`src/rtl/bitwise_arbiter.sv`:
```
// ---------------------------------------------------------------------------
// bitwise_arbiter
//
// Shares one registered bitwise logic unit (AND / OR / XOR / NOR) between two
// requesters. Round-robin arbitration picks one requester per cycle. The
// chosen operation is computed and captured in a single-entry result register
// that carries the requester ID. With the consumer always ready, the block
// accepts one operation per cycle, and each result appears one cycle after
// its request is accepted.
//
// Ports
//   clock                  rising-edge clock
//   reset_n                asynchronous, active-low reset
//   req0_valid / req0_ready  handshake, requester 0
//   req0_op                00 AND, 01 OR, 10 XOR, 11 NOR
//   req0_a / req0_b        operands, requester 0
//   req1_*                 same set of signals for requester 1
//   res_valid / res_ready  handshake on the result port
//   res_id                 requester that issued the held result
//   res_data               held result
// ---------------------------------------------------------------------------
module bitwise_arbiter #(
    parameter int WIDTH = 32
) (
    input  logic             clock,
    input  logic             reset_n,

    input  logic             req0_valid,
    output logic             req0_ready,
    input  logic [1:0]       req0_op,
    input  logic [WIDTH-1:0] req0_a,
    input  logic [WIDTH-1:0] req0_b,

    input  logic             req1_valid,
    output logic             req1_ready,
    input  logic [1:0]       req1_op,
    input  logic [WIDTH-1:0] req1_a,
    input  logic [WIDTH-1:0] req1_b,

    output logic             res_valid,
    input  logic             res_ready,
    output logic             res_id,
    output logic [WIDTH-1:0] res_data
);

    typedef enum logic {
        EMPTY = 1'b0,
        FULL  = 1'b1
    } state_t;

    state_t     state_q, state_d;
    logic       last_grant;
    logic       grant;
    logic       can_accept;
    logic       accept;
    logic [1:0]       sel_op;
    logic [WIDTH-1:0] sel_a, sel_b;
    logic [WIDTH-1:0] op_result;

    function automatic logic [WIDTH-1:0] bitop(input logic [1:0]       op,
                                               input logic [WIDTH-1:0] a,
                                               input logic [WIDTH-1:0] b);
        case (op)
            2'b00:   return a & b;
            2'b01:   return a | b;
            2'b10:   return a ^ b;
            default: return ~(a | b);
        endcase
    endfunction

    assign res_valid = (state_q == FULL);

    // Arbitration and handshake. The slot is free when it is empty or when
    // it drains this cycle, so res_ready reaches the request readies
    // combinationally. It never reaches res_data.
    always_comb begin
        // NOTE: every signal driven here gets a default first so no path
        // can leave it unassigned and infer a latch.
        grant      = 1'b0;
        req0_ready = 1'b0;
        req1_ready = 1'b0;

        can_accept = ~res_valid | res_ready;

        // Under contention the requester that did not win last time goes
        // first. A lone requester wins outright.
        if (req0_valid && req1_valid) grant = ~last_grant;
        else                          grant = req1_valid;

        req0_ready = can_accept & req0_valid & ~grant;
        req1_ready = can_accept & req1_valid &  grant;
    end

    assign accept    = req0_ready | req1_ready;
    assign sel_op    = grant ? req1_op : req0_op;
    assign sel_a     = grant ? req1_a  : req0_a;
    assign sel_b     = grant ? req1_b  : req0_b;
    assign op_result = bitop(sel_op, sel_a, sel_b);

    // Next-state logic for the result slot.
    always_comb begin
        state_d = state_q;
        case (state_q)
            EMPTY:   if (accept) state_d = FULL;
            FULL:    if (accept)         state_d = FULL;
                     else if (res_ready) state_d = EMPTY;
            default: state_d = EMPTY;
        endcase
    end

    // NOTE: sequential state uses non-blocking assignments only, so every
    // flop samples the values from before the edge.
    always_ff @(posedge clock or negedge reset_n) begin
        if (!reset_n) begin
            state_q <= EMPTY;
        end else begin
            state_q <= state_d;
        end
    end

    // The result register and grant history. When the slot drains with no
    // new accept, res_id/res_data keep their stale contents. Only res_valid
    // falls.
    always_ff @(posedge clock or negedge reset_n) begin
        if (!reset_n) begin
            // NOTE: last_grant resets to 1 so requester 0 wins the first
            // contention. The datapath register is also cleared because its
            // contents are visible on res_data.
            last_grant <= 1'b1;
            res_id     <= 1'b0;
            res_data   <= '0;
        end else if (accept) begin
            last_grant <= grant;
            res_id     <= grant;
            res_data   <= op_result;
        end
    end

endmodule
```
`config.mk`:
```
export PLATFORM = sky130hd
export DESIGN_NAME = bitwise_arbiter
export DESIGN_NICKNAME = d
export VERILOG_FILES = /design/src/rtl/bitwise_arbiter.sv
export SDC_FILE = /design/constraint.sdc
export NUM_CORES = 1
export LEC_CHECK = 0
export CORE_UTILIZATION = 50
export CTS_CLUSTER_SIZE = 40
export DETAILED_ROUTE_END_ITERATION = 10
export HOLD_SLACK_MARGIN = 0.15
export PLACE_DENSITY = 0.95
export SLEW_MARGIN = 30
export SYNTH_ARGS = -nofsm -noshare
export SYNTH_HDL_FRONTEND = slang
export SYNTH_SLANG_ARGS = --single-unit
export TNS_END_PERCENT = 10
```
`constraint.sdc`:
```
create_clock -name clock -period 3.1 [get_ports clock]
set_input_delay 0.93 -clock clock [delete_from_list [all_inputs] [get_ports clock]]
set_output_delay 0.93 -clock clock [all_outputs]
set_load 0.02 [all_outputs]
```
==> impl_metrics.yaml <==
outcome:
  status: "complete, but fails checks"
  violations: "DRC"
worst_setup_path:
  critical_path.max_fanout: 4
  critPathLaunchType: "input port"
  path_delay_family: "buffers and inverters"
  cpPeakStageDelay_ps: 490
  critical_path_required_ps: 2170
  cp_slowest_cell: "clkdlybuf4s50_1"
  crit_path_end_kind: "output pin"
  worst-path-buf-inv: 2
  cp.arrival_ps: 2130
  critPathKind: "in2out"
  path_cells: "clkdlybuf4s50_1 -> a21bo_4 -> nor2_1 -> clkdlybuf4s15_2"
timing:
  worst_pin_slew_ps: 886
  setup_violations: 0
  relSlewSlack_pct: 41.0
  fin_crit_ps: 3060
  timing.final.hold_violations: 0
  fin_crit_sh_pct: 98.9
  finClkSkew_ps: 8.34
  rsz0062_at_grt: "yes"
  fmax_mhz: 326
  maxSlewViolCount: 0
placement:
  portBuffers: 172
  gp_congestion: 0.849
  dp_hpwl_mm: 10.6
  placed_area_sq_um: 6640
finish:
  num-fill-cells: 583
  multi_input_area_sq_um: 3340
  final_cell_mix: "nand2_1, clkdlybuf4s50_1, inv_1, xnor2_1, ha_1"
  design_area_sq_um: 6730
  nets: 953
  n_antenna_cell: 0
  syn2layout_area_growth_pct: 44.8
  drive_gt1_share_pct: 12.1
  mostFrequentLayoutCell: "nand2_1"
  post-route-util_pct: 76.0
  regArea_sq_um: 877
power_and_ir_drop:
  combPwrFrac_pct: 59.3
  seq_power_share_pct: 25.8
  power_leakage_nw: 3.13
  clkPwrFrac_pct: 14.9
  p_sw_w: 0.000957
  peakVddDrop_mv: 0.234
  powerDensity_nw_per_um2: 350
  p_total_w: 0.00235
  switching_share_pct: 40.6
  internal_power_w: 0.00140
run:
  drv_cap: 0
drt:
  drt_pass1_iterations: 8
  drt-total-wl_mm: 14.5
  drt_iter0_drc: 209
  wl_per_cell_microns: 16.9
  dr_total_vias: 4813
  post-route-drc-count: 11
  via_per_inst: 5.59
  ant_nets: 0
synth:
  netlist_area_sq_um: 4640
  avgSynthCellArea_sq_um: 8.09
  syn_inst: 574
  ys.warnings.count: 0
  synth-seq-area-share_pct: 18.9
  synth_seq_cells: 35
  syn_nets: 775
  yosysUniqueCellTypes: 25
floorplanning:
  dieArea_sq_um: 9680
  num_io_pins: 173
  dieWidth_microns: 98.4
  die_h_microns: 98.4
  initial_utilization_pct: 52.5
  rows: 34
  core_area_sq_um: 8850
clock_tree:
  post_cts_buffers: 0
  clock_sinks: 35
  root_buffer: "clkbuf_8"
  htree_levels: 2
  insertion_delay_ps: 290
  clkTransAtPathRegs_ps: 80
  holdBufCountCts: 0
  clk_path_buf_depth: 2
  tritoncts: "built"
  cts_buffers: 5
hold_path:
  holdCritPathClass: "reg2reg"
global_routing:
  grt-ovfl-total: 0
  grt_pass1_wl_mm: 23.5
  grt_max_degree: 66
  antenna_found_initial: 0
  grtUsageTotal_pct: 30.2
  grt_pass1_vias: 5147
[flip-flops by register name, indices dropped and copies added (netlist names)]
signal and cells:
res_id 1, res_valid 1, res_data 32, last_grant 1
[synth_stat cells, drive strengths merged]
cell | instances | share of area (%)
o221ai | 32 | 6.0
inv | 65 | 5.3
a32oi | 32 | 11
nand2b | 1 | 0.13
a21boi | 1 | 0.40
buf | 29 | 3.5
dfstp | 1 | 0.57
clkbuf | 12 | 0.97
nor2b | 1 | 0.13
dfrtp | 34 | 18
o21ai | 1 | 0.11
o22ai | 1 | 0.13
xnor2 | 64 | 12
nor2 | 3 | 0.24
ha | 64 | 17
a21bo | 1 | 0.22
mux2i | 33 | 7.2
nand2 | 195 | 16
a21o | 1 | 0.16
and3 | 2 | 0.27
mux2 | 1 | 0.32
[worst min-delay path, stage by stage, from the launching register on]
cell	delay [ps]
dfrtp_1	390
nand2_1	60
a32oi_1	40
[worst paths after layout]
check | start | end | slack (ps) | cells past startpoint
setup / recovery | req1_valid | req1_ready | 40 | 4
hold / removal | res_data[6] | res_data[6] | 530 | 2
setup reg to reg | last_grant | res_data[15] | 640 | 7
hold reg to reg | res_data[6] | res_data[6] | 530 | 2
max in group asynchronous | reset_n | res_data[23] | 1780 | 1
min in group asynchronous | reset_n | res_data[7] | 740 | 1
[logic make-up (layout without fill, tap and decap cells)]
group | Yosys count | in the layout | share of synthesized area (%)
mux | 34 | 34 | 7.52
compound gates | 69 | 69 | 17.9
fa+ha+maj | 64 | 64 | 17.2
buf+inv | 106 | 285 | 9.75
simple gates | 202 | 202 | 16.6
flops | 35 | 35 | 18.9
xor+xnor | 64 | 64 | 12.1
[metrics by stage]
step,std cells,hold WS [ps],setup WS [ps],setup TNS (ps)
floorplan,574,520,427,0
detailed placement,853,519,-457,-11720
finish,861,531,35.2,0
global placement,853,507,-289,-8150
global route,861,549,-28.0,-28.6
CTS,861,531,8.73,0
[per-layer routing]
metal / routed length [microns] / share of wire [%] / global-route usage [%]
met1: 5310 / 36 / 31.5
met2: 7720 / 53 / 58.5
met3: 1110 / 7.6 / 5.44
met4: 410 / 2.8 / 13.9
met5: 0 / 0 / 0
[power by group through the flow]
| stage | clock, W | sequential, W | combinational (W) |
|---|---|---|---|
| 4_1_cts | 0.000351 | 0.000607 | 0.00139 |
| 3_3_place_gp | 0 | 0.000610 | 0.00132 |
| 2_1_floorplan | 0 | 0.000716 | 0.000682 |
| 3_5_place_dp | 0 | 0.000613 | 0.00139 |
| 5_1_grt | 0.000373 | 0.000616 | 0.00150 |
| 6_report | 0.000350 | 0.000608 | 0.00140 |
[layout make-up]
cell class                      count  area share [%]
Clock buffer                        6            1.08
Clock inverter                      2           0.186
Inverter                           65            3.63
Multi-Input combinational cell    433            49.6
Sequential cell                    35            13.0
Tap cell                          108            2.01
Timing Repair Buffer              212            30.5
[timing repair]
item | in CTS | in global routing
gates resized for setup | 6 | 3
endpoints found under the hold margin | 0 | 0
setup endpoints to repair | 33 | 20
Note: power is estimated with default switching activity, not from simulation.
